[src/rtl/regfile.sv]
// Multi-ported register file: two combinational read ports, one synchronous write port,
// asynchronous active-low clear of every register.
module regfile #(
    parameter int unsigned DATA_WIDTH = 8,
    parameter int unsigned NUM_REGS   = 8,
    parameter int unsigned ADDR_WIDTH = 3
) (
    input  logic                  clk,
    input  logic                  rst_n,
    input  logic [ADDR_WIDTH-1:0] read_port_1,
    input  logic [ADDR_WIDTH-1:0] read_port_2,
    input  logic [ADDR_WIDTH-1:0] write_port_1,
    input  logic [DATA_WIDTH-1:0] write_data,
    input  logic                  write_enable,
    output logic [DATA_WIDTH-1:0] read_data_1,
    output logic [DATA_WIDTH-1:0] read_data_2
);

    // Every address must decode to a real register, so no range checks are needed.
    if (NUM_REGS != (2 ** ADDR_WIDTH)) begin : gen_bad_params
        $error("regfile: NUM_REGS must equal 2**ADDR_WIDTH");
    end

    logic [DATA_WIDTH-1:0] regs_q [NUM_REGS];
    logic [DATA_WIDTH-1:0] regs_d [NUM_REGS];

    always_comb begin
        regs_d = regs_q;
        if (write_enable) begin
            regs_d[write_port_1] = write_data;
        end
    end

    always_ff @(posedge clk or negedge rst_n) begin
        if (!rst_n) begin
            for (int i = 0; i < int'(NUM_REGS); i++) begin
                regs_q[i] <= '0;
            end
        end else begin
            regs_q <= regs_d;
        end
    end

    // Reads come straight from the storage: old value before the edge, new after it.
    assign read_data_1 = regs_q[read_port_1];
    assign read_data_2 = regs_q[read_port_2];

endmodule

[config.mk]
export PLATFORM = sky130hd
export DESIGN_NAME = regfile
export DESIGN_NICKNAME = d
export VERILOG_FILES = /design/src/rtl/regfile.sv
export SDC_FILE = /design/constraint.sdc
export NUM_CORES = 1
export LEC_CHECK = 0
export BUFFER_PORTS_ARGS = -buffer_cell sky130_fd_sc_hd__buf_2
export CORE_UTILIZATION = 57
export CTS_CLUSTER_SIZE = 40
export DETAILED_ROUTE_END_ITERATION = 8
export PLACE_DENSITY_LB_ADDON = 0.15
export SYNTH_ARGS = -nofsm -noshare
export SYNTH_HDL_FRONTEND = slang
export SYNTH_SLANG_ARGS = --single-unit
[constraint.sdc]
create_clock -name clk -period 5.8 [get_ports clk]
set_input_delay 1.74 -clock clk [delete_from_list [all_inputs] [get_ports clk]]
set_output_delay 1.74 -clock clk [all_outputs]
set_load 0.05 [all_outputs]
# Yosys cells after proc, flatten, opt, wreduce, memory -nomap -nowiden

Cells that the tools add are included.

Flip-flop bits (word level): 64
Input bits: 20
Output and inout port bits: 16
Word-level logic and storage cells: 25

$lt $le $gt $ge: 4
Multiplexer cells: 9
Bitwise logic cells: 3
Reductions and logical operators: 1

Operators with widths:

| kind                                                                  | number |
|---|---|
| 64-bit bitwise mux                                                    | 1 |
| 8-bit binary-select mux with 3-bit select                             | 2 |
| 8-bit 2-to-1 mux                                                      | 5 |
| 8-bit demux with 3-bit select                                         | 1 |
| 4-bit >= comparator (second input constant)                           | 3 |
| 3-bit NOT with 4-bit output                                           | 3 |
| 4-bit by 1-bit < comparator with 1-bit output (second input constant) | 1 |
| 1-bit logical AND                                                     | 1 |

# Logic depth before layout (Yosys ltp)

Gate-level depths: netlist (run 1).

Depth after elaboration: 6
Gate-level depth with buffers: 4
Depth with buffers taken out: 2

# Least setup slack after synthesis (run 1)

OpenSTA, ideal clock, no wires.

Kind: input-to-output
From: input port read_port_2[0]
To: output port read_data_2[0]
Arrival time: 2.905 ns
Required time: 4.060 ns
Path slack: 1.155 ns
Stages: 4
Buffers on the path: 2
Path through: buf_6 > buf_12 > mux4_1 > mux2_2

Word-level cells in the longest chain between the ends: 4

RTL lines:

| what                                                | line | source |
|---|---|---|
| from (decl)                                         | 11   | `input logic [ADDR_WIDTH-1:0] read_port_2,` |
| 3-bit NOT with 4-bit output (implied by the code)   | 46   | `assign read_data_2 = regs_q[read_port_2];` |
| 8-bit binary-select mux with 3-bit select           | 46   |  |
| 8-bit 2-to-1 mux (implied by the code) (2 in a row) | 46   |  |
| to (decl)                                           | 16   | `output logic [DATA_WIDTH-1:0] read_data_2` |

Every way passes these cells. The select of a mux whose other input is x is not followed.

# Final worst setup path (run 1)

From: input port read_port_2[0]
To: output port read_data_2[6]

The elaborated chain is that of the path after synthesis.

==> flow_metrics.py, run 1 <==
metrics = {
    "outcome": {
        "run_status": "finished, final reports clean",
    },
    "cts": {
        "cts.sinks": 64,
        "htreeDepth": 3,
        "path_clk_slew_ns": 0.07,
        "cts_hold_buf": 0,
        "cts_buffers": 9,
        "cts_buffer_depth": 2,
        "cts_root_buffer": "clkbuf_8",
        "cts_tree": "yes",
        "cts_resized": 0,
        "clkLatencyLatePin_ns": 0.33,
        "cts_setup_buffers": 0,
    },
    "cells_and_area": {
        "nNetsFinal": 254,
        "utilization": 0.664,
        "reg.largest.list": "regs_q: 64 flops",
        "largest_register": "regs_q",
        "diodes": 0,
        "largest_reg_flops": 64,
        "area_delta_synth_final_pct": 11.8,
        "stdcell_count": 314,
        "nFillCells": 433,
        "drive_above_1_share": 0.594,
    },
    "sta": {
        "min_period_ns": 5.04,
        "maxSlewViolCount": 0,
        "final.setup.tns_ns": 0,
        "rsz0062_at_grt": "no",
        "setup_violations": 0,
        "skew_ns": 0,
        "worst_pin_slew_ns": 0.803,
        "period_share": 0.869,
        "max-slew-margin-rel": 0.465,
        "clock.fmax_ghz": 0.198,
        "hold_violations": 0,
    },
    "critical_path": {
        "crit_path_end_kind": "primary output",
        "startpoint_type": "primary input",
        "worstPathArrival_ns": 3.30,
        "rrSetupSlack_ns": 5.00,
        "path_class": "primary input to primary output",
        "cp_max_fo": 16,
        "cp.required_ns": 4.06,
    },
    "worst_hold_path": {
        "holdCritPathClass": "register to register",
    },
    "floorplan": {
        "die_y_um": 80.8,
        "core_area_um2": 5960,
        "start_util": 0.594,
        "dieArea_um2": 6530,
        "rows": 28,
        "die_w_um": 80.8,
        "ios": 36,
    },
    "pwr": {
        "total_power_uw": 1460,
        "p_per_area_nw_per_um2": 370,
        "leakage_uw": 0.00173,
        "ir_drop_v": 0.000204,
    },
    "synth": {
        "yosysMostFrequentCell": "mux2_2",
        "ys_async_sr_fraction": 1.00,
        "ys.flop_type": "dfrtp_1",
        "yosysTopAreaCellShare": 0.452,
        "synthCells": 201,
        "synth_seq_area_share": 0.452,
        "synth_warnings": 0,
        "synth_area_leaders": "dfrtp_1 (45%), mux2_2 (25%), mux4_1 (22%), mux4_2 (1.9%), buf_12 (1.1%)",
        "syn_area_um2": 3540,
        "synth_edf_count": 0,
        "synth_nets": 221,
        "ys_top_cells_by_count": "mux2_2 (80), dfrtp_1 (64), mux4_1 (29)",
        "syn_avg_cell_area_um2": 17.6,
        "synth_cell_types": 13,
        "yosys.area.top_type": "dfrtp_1",
        "ys_ff_latch": 64,
    },
    "grt": {
        "antenna_found_initial": 0,
        "grt_pass1_vias": 2113,
        "grt_max_degree": 65,
        "grt_pass1_wl_um": 11400,
        "grtUsageTotal": 0.252,
        "grt.overflow.total": 0,
    },
    "route": {
        "wl_per_cell_um": 23.5,
        "postRouteAntennaNets": 0,
        "drtIter0Drc": 100,
        "routed_wl_um": 7390,
        "via_per_inst": 6.58,
        "via_count": 2065,
        "drc": 0,
        "firstDrtPassIters": 4,
    },
    "place": {
        "dp_hpwl_um": 4680,
        "portBuffers": 35,
        "dp.cells": 298,
        "gp_congestion": 0.822,
    },
    "run": {
        "cap_violations": 0,
    },
}
## cell families after synthesis
logic type,Yosys count,synth area share
muxes,112,0.489
DFF,64,0.452
buffers and inverters,17,0.0343
and+or+nand+nor,8,0.0244
## power breakdown
part	total [uW]	internal [uW]	switching (uW)
clock	419	242	178
sequential	612	545	67.1
combinational	432	212	221
total	1460	999	466
## layout make-up
type	instances	area, um2	share of cell area
repair buffers	39	205	0.0519
flip-flops and latches	64	1600	0.405
clock buffers	9	124	0.0313
well taps	75	93.8	0.0237
multi-input cells	120	1840	0.464
clock inverters	7	96.3	0.0244
## layout by cell type, fill, tap and decap left out, drive strengths merged
cell type / n
mux2: 80
dfrtp: 64
buf: 39
mux4: 32
clkbuf: 9
nor4bb: 3
nand4b: 3
clkinvlp: 3
bufinv: 2
clkinv: 2
nand4: 1
nor4b: 1
## critical path, cell delays in order
cell and delay [ns]:
buf_2 0.42, mux4_1 0.65, mux2_2 0.28, buf_2 0.21
## stage by stage
step / instance area (um2) / setup WS [ns] / hold slack [ns]
after floorplan: 3540 / 1.16 / 0.485
after global placement: 3740 / 0.782 / 0.496
after detailed placement: 3740 / 0.741 / 0.509
after CTS: 3960 / 0.740 / 0.527
after global routing: 3960 / 0.707 / 0.543
final: 3960 / 0.757 / 0.526
## layer usage
metal / part of all wire / vias to the layer above / track usage
met1: 0.44 / 1097 / 0.349
met3: 0.050 / 10 / 0.0506
met2: 0.50 / 66 / 0.406
li1: - / 892 / -
met5: 0 / - / 0
met4: 0.016 / 0 / 0.0750
## path summary, 6_finish.rpt
kind | cells past startpoint | start | end
worst max-delay path | 4 | read_port_2[0] | read_data_2[6]
worst min-delay path | 1 | regs_q[51] | regs_q[51]
worst max register to register | 1 | regs_q[49] | regs_q[49]
worst min register to register | 1 | regs_q[51] | regs_q[51]
max in group asynchronous | 2 | rst_n | regs_q[40]
min in group asynchronous | 2 | rst_n | regs_q[34]
(Power assumes the default switching activity.)
==> inputs of run 2 (changes only) <==
--- a/config.mk
+++ b/config.mk
@@ -5,8 +5,10 @@
 export SDC_FILE = /design/constraint.sdc
 export NUM_CORES = 1
 export LEC_CHECK = 0
+export ABC_AREA = 1
 export BUFFER_PORTS_ARGS = -buffer_cell sky130_fd_sc_hd__buf_2
 export CORE_UTILIZATION = 57
+export CTS_BUF_LIST = sky130_fd_sc_hd__clkbuf_16
 export CTS_CLUSTER_SIZE = 40
 export DETAILED_ROUTE_END_ITERATION = 8
 export PLACE_DENSITY_LB_ADDON = 0.15
==> run 2 against run 1 <==
Net effect: cell count is 120% higher; via count is 86% higher; setup slack better by 0.15 ns; power is 0.97% higher; sequential share of layout area is 2.6 points lower; synthesized cell count grew to 2.9 times the previous value; clock skew stayed put; non-clock buffer count is 1 higher; critical path depth is 3 higher; sequential power is 6.0% lower; wire length is 43% higher; largest cell class unchanged; largest power group unchanged; highest routed layer unchanged.
==> flow_metrics.py, run 2 <==
metrics = {
    "outcome": {
        "run_status": "finished, final reports clean",
    },
    "critical_path": {
        "path_class": "primary input to primary output",
        "cp_max_fo": 17,
        "startpoint_type": "primary input",
        "worstPathArrival_ns": 3.15,
        "reg2regPathDepth": 2,
        "r2r-end": "regs_q[4]",
        "rrSetupSlack_ns": 5.07,
        "r2r_start": "regs_q[4]",
        "cp.required_ns": 4.06,
        "crit_path_end_kind": "primary output",
    },
    "sta": {
        "skew_ns": 0,
        "min_period_ns": 4.89,
        "final.setup.tns_ns": 0,
        "worst_pin_slew_ns": 0.827,
        "timing.final.ws_setup_ns": 0.905,
        "max-slew-margin-rel": 0.449,
        "setup_violations": 0,
        "hold_violations": 0,
        "maxSlewViolCount": 0,
        "period_share": 0.844,
        "hold_ws_ns": 0.485,
        "rsz0062_at_grt": "no",
        "clock.fmax_ghz": 0.204,
    },
    "pwr": {
        "leakage_uw": 0.00246,
        "ir_drop_v": 0.000209,
        "total_power_uw": 1480,
        "p_per_area_nw_per_um2": 350,
    },
    "cells_and_area": {
        "nNetsFinal": 630,
        "diodes": 0,
        "area_delta_synth_final_pct": 11.1,
        "largest_reg_flops": 64,
        "layout_common_cells": "nand2_1 (279), inv_1 (84), nand3_1 (65)",
        "regArea_um2": 1600,
        "drive_above_1_share": 0.0879,
        "largest_register": "regs_q",
        "final_area_um2": 4220,
        "nFillCells": 582,
        "reg.largest.list": "regs_q: 64 flops",
        "final_common_cell": "nand2_1",
        "multi_input_area_um2": 1730,
    },
    "place": {
        "dp_hpwl_um": 6790,
        "place_ws_ns": 0.972,
        "gp_congestion": 0.864,
        "portBuffers": 35,
        "post_dp_cell_area_um2": 3950,
    },
    "synth": {
        "ys_top_cells_by_count": "nand2_1 (279), inv_1 (82), nand3_1 (65)",
        "synth_seq_area_share": 0.421,
        "synth_warnings": 0,
        "synth_edf_count": 0,
        "yosysTopAreaCellShare": 0.421,
        "ys.flop_type": "dfrtp_1",
        "yosys.area.top_type": "dfrtp_1",
        "synthCells": 589,
        "yosysMostFrequentCell": "nand2_1",
        "ys_async_sr_fraction": 1.00,
        "syn_avg_cell_area_um2": 6.45,
        "syn_area_um2": 3800,
        "synth_area_leaders": "dfrtp_1 (42%), nand2_1 (28%), nand3_1 (8.6%), o21ai_0 (8.4%), inv_1 (8.1%)",
        "synth_nets": 609,
        "ys_ff_latch": 64,
        "synth_cell_types": 13,
    },
    "worst_hold_path": {
        "hold_start": "regs_q[14]",
        "holdCritPathClass": "register to register",
        "hold-path-cell-count": 2,
        "hold_end": "regs_q[14]",
    },
    "floorplan": {
        "rows": 29,
        "core_area_um2": 6390,
        "ios": 36,
        "dieArea_um2": 7000,
        "die_w_um": 83.7,
        "start_util": 0.595,
        "die_y_um": 83.7,
    },
    "cts": {
        "clkLatencyLatePin_ns": 0.33,
        "cts_hold_buf": 0,
        "cts_tree": "yes",
        "cts_buffer_depth": 2,
        "cts.sinks": 64,
        "path_clk_slew_ns": 0.05,
        "cts_root_buffer": "clkbuf_16",
        "cts_setup_buffers": 0,
        "cts_buffers": 9,
        "cts_resized": 0,
        "htreeDepth": 3,
    },
    "route": {
        "wl_per_cell_um": 15.3,
        "firstDrtPassIters": 5,
        "drtIter0Drc": 363,
        "postRouteAntennaNets": 0,
        "via_per_inst": 5.54,
        "drc": 0,
        "via_count": 3831,
        "routed_wl_um": 10600,
    },
    "grt": {
        "grt_max_degree": 65,
        "antenna_found_initial": 0,
        "grtUsageTotal": 0.324,
        "grt.overflow.total": 0,
        "grt_pass1_wl_um": 17600,
        "grt_pass1_vias": 3631,
    },
    "run": {
        "cap_violations": 0,
    },
}
run 2: changes by cell type in the layout (fill, tap and decap cells not counted), moves of 9 or more:
cell	previous run	this run
clkbuf_8	9	0
clkbuf_16	0	9
nand3_1	0	65
nand2_1	0	279
inv_1	0	84
mux4_1	29	0
o21ai_0	0	64
mux2_2	80	0
run 2: kinds of logic after synthesis:
logic type,share of synthesized area
AO/OA/AOI/OAI,0.0843
flip-flops,0.421
AND/OR/NAND/NOR,0.370
buffers and inverters,0.124
run 2: metal layers:
metal  GRT usage  vias up  share of wire
li1            -     1835              -
met3      0.0475       44          0.075
met4       0.180        0          0.039
met5           0        -              0
met2       0.497      179           0.44
met1       0.442     1773           0.44
run 2: worst max path at each step:
stage / from / end / cells past startpoint / slack (ns)
5_1_grt: read_port_2[1] / read_data_2[5] / 7 / 0.83
2_1_floorplan: read_port_2[1] / read_data_2[1] / 7 / 1.32
4_1_cts: read_port_2[1] / read_data_2[3] / 7 / 0.97
3_3_place_gp: read_port_2[1] / read_data_2[3] / 7 / 0.98
6_report: read_port_2[1] / read_data_2[7] / 7 / 0.91
3_5_place_dp: read_port_2[1] / read_data_2[3] / 7 / 0.97
run 2: stage by stage:
step                instances  utilization
global route              691        0.661
detailed placement        676        0.618
global placement          676        0.618
CTS                       691        0.661
floorplan                 589            -
finish                    691        0.661
run 2: where the power goes:
part           internal, uW  switching (uW)
registers               532            43.5
logic                   114             275
clock network           324             190
total                   970             508
run 2: final cells by class:
class | instances | area share
multi-input cells | 413 | 0.409
flip-flops and latches | 64 | 0.379
inverters | 82 | 0.0729
clock buffers | 9 | 0.0533
well taps | 77 | 0.0228
repair buffers | 40 | 0.0504
clock inverters | 6 | 0.0127
run 2: critical path, cell delays in order:
cell,delay [ns]
buf_2,0.23
inv_1,0.51
nand3_1,0.15
nand2_1,0.08
nand2_1,0.04
nand2_1,0.12
buf_2,0.28
==> inputs of run 3 (changes only) <==
==> constraint.sdc (replaced) <==
create_clock -name clk -period 4.9 [get_ports clk]
set_input_delay 1.47 -clock clk [delete_from_list [all_inputs] [get_ports clk]]
set_output_delay 1.47 -clock clk [all_outputs]
set_load 0.05 [all_outputs]
==> run 3 against run 2 <==
Net effect: cell count down 0.14%; die area stayed put; critical path depth is 2 higher; wire length rose by 4.3%; sequential cell count stayed put; largest cell class unchanged; critical endpoint is now read_data_2[3]; design area fell by 0.30%; highest routed layer unchanged; clock power up 18%.
==> flow_metrics.py, run 3 (same netlist as run 2, synthesis figures left out) <==
metrics = {
    "sta": {
        "rsz0062_at_grt": "no",
        "skew_ns": 0,
        "max-slew-margin-rel": 0.326,
        "clock.fmax_ghz": 0.223,
        "maxSlewViolCount": 0,
        "hold_violations": 0,
        "min_period_ns": 4.48,
        "setup_violations": 0,
        "final.setup.tns_ns": 0,
        "worst_pin_slew_ns": 1.01,
        "period_share": 0.915,
        "hold_ws_ns": 0.483,
    },
    "cells_and_area": {
        "largest_reg_flops": 64,
        "regArea_um2": 1600,
        "multi_input_area_um2": 1730,
        "nFillCells": 585,
        "drive_above_1_share": 0.0865,
        "nNetsFinal": 628,
        "area_delta_synth_final_pct": 10.8,
        "reg.largest.list": "regs_q: 64 flops",
        "layout_common_cells": "nand2_1 (279), inv_1 (85), nand3_1 (65)",
        "largest_register": "regs_q",
        "diodes": 0,
        "final_common_cell": "nand2_1",
        "stdcell_count": 690,
        "utilization": 0.659,
    },
    "route": {
        "postRouteAntennaNets": 0,
        "via_per_inst": 5.55,
        "drc": 0,
        "routed_wl_um": 11100,
        "via_count": 3832,
        "drtIter0Drc": 343,
        "wl_per_cell_um": 16.0,
        "firstDrtPassIters": 5,
    },
    "cts": {
        "cts_resized": 0,
        "cts.sinks": 64,
        "cts_root_buffer": "clkbuf_16",
        "cts_hold_buf": 0,
        "cts_buffers": 9,
        "htreeDepth": 3,
        "cts_buffer_depth": 2,
        "cts_tree": "yes",
        "cts_setup_buffers": 0,
        "path_clk_slew_ns": 0.05,
        "clkLatencyLatePin_ns": 0.32,
    },
    "grt": {
        "grtUsageTotal": 0.343,
        "grt_max_degree": 36,
        "grt.overflow.total": 0,
        "grt_pass1_wl_um": 18400,
        "antenna_found_initial": 0,
        "grt_pass1_vias": 3609,
    },
    "critical_path": {
        "worstPathArrival_ns": 3.01,
        "worstSetupEndpoint": "read_data_2[3]",
        "cp.required_ns": 3.43,
        "r2r_start": "regs_q[4]",
        "startpoint_type": "primary input",
        "r2r-end": "regs_q[4]",
        "reg2regPathDepth": 2,
        "crit_path_end_kind": "primary output",
        "cp_max_fo": 33,
        "crit_start": "read_port_2[0]",
        "rrSetupSlack_ns": 4.16,
        "path_class": "primary input to primary output",
    },
    "floorplan": {
        "rows": 29,
        "ios": 36,
        "core_area_um2": 6390,
        "dieArea_um2": 7000,
        "die_y_um": 83.7,
        "start_util": 0.595,
        "die_w_um": 83.7,
    },
    "place": {
        "gp_congestion": 0.931,
        "portBuffers": 35,
        "dp.cells": 674,
        "dp_hpwl_um": 7290,
    },
    "pwr": {
        "p_per_area_nw_per_um2": 417,
        "ir_drop_v": 0.000236,
        "leakage_uw": 0.00246,
    },
    "worst_hold_path": {
        "holdCritPathClass": "register to register",
    },
    "run": {
        "cap_violations": 0,
    },
    "outcome": {
        "run_status": "finished, final reports clean",
    },
}
==> run 3: cell type report <==
| class | instances | share of cell area |
|---|---|---|
| multi-input cells | 413 | 0.410 |
| clock buffers | 9 | 0.0535 |
| inverters | 82 | 0.0731 |
| clock inverters | 7 | 0.0134 |
| repair buffers | 38 | 0.0469 |
| well taps | 77 | 0.0229 |
| flip-flops and latches | 64 | 0.380 |
==> run 3: worst min path at each step <==
stage | endpoint | from | depth (start not counted)
final | regs_q[33] | regs_q[33] | 2
after global routing | regs_q[27] | regs_q[27] | 2
after CTS | regs_q[11] | regs_q[11] | 2
after detailed placement | regs_q[11] | regs_q[11] | 2
after global placement | regs_q[45] | regs_q[45] | 2
after floorplan | regs_q[10] | regs_q[10] | 2
==> run 3: metal layers <==
layer  vias up  share of wire  GRT usage
met5         -              0          0
met4         0          0.026      0.143
met3        26          0.081     0.0623
met1      1765           0.44      0.474
li1       1831              -          -
met2       210           0.46      0.531
==> run 3: report_power, final <==
| part | internal [uW] | switching (uW) |
|---|---|---|
| Combinational | 134 | 332 |
| Sequential | 630 | 52.7 |
| Clock | 385 | 223 |
| Total | 1150 | 608 |
==> run 3: metrics by stage <==
step | cell area, um2 | power [uW] | worst slack, ns
CTS | 4210 | 1760 | 0.426
global route | 4210 | 1850 | 0.284
global placement | 3930 | 1140 | 0.481
finish | 4210 | 1760 | 0.415
detailed placement | 3930 | 1150 | 0.479
floorplan | 3800 | 1020 | 0.962
==> run 3: worst max-delay path, cell delays in order <==
cell and delay, ns:
buf_2 0.49, inv_1 0.08, buf_4 0.26, nand2_1 0.11, nand3_1 0.06, nand2_1 0.08, nand2_1 0.05, nand2_1 0.10
buf_2 0.27
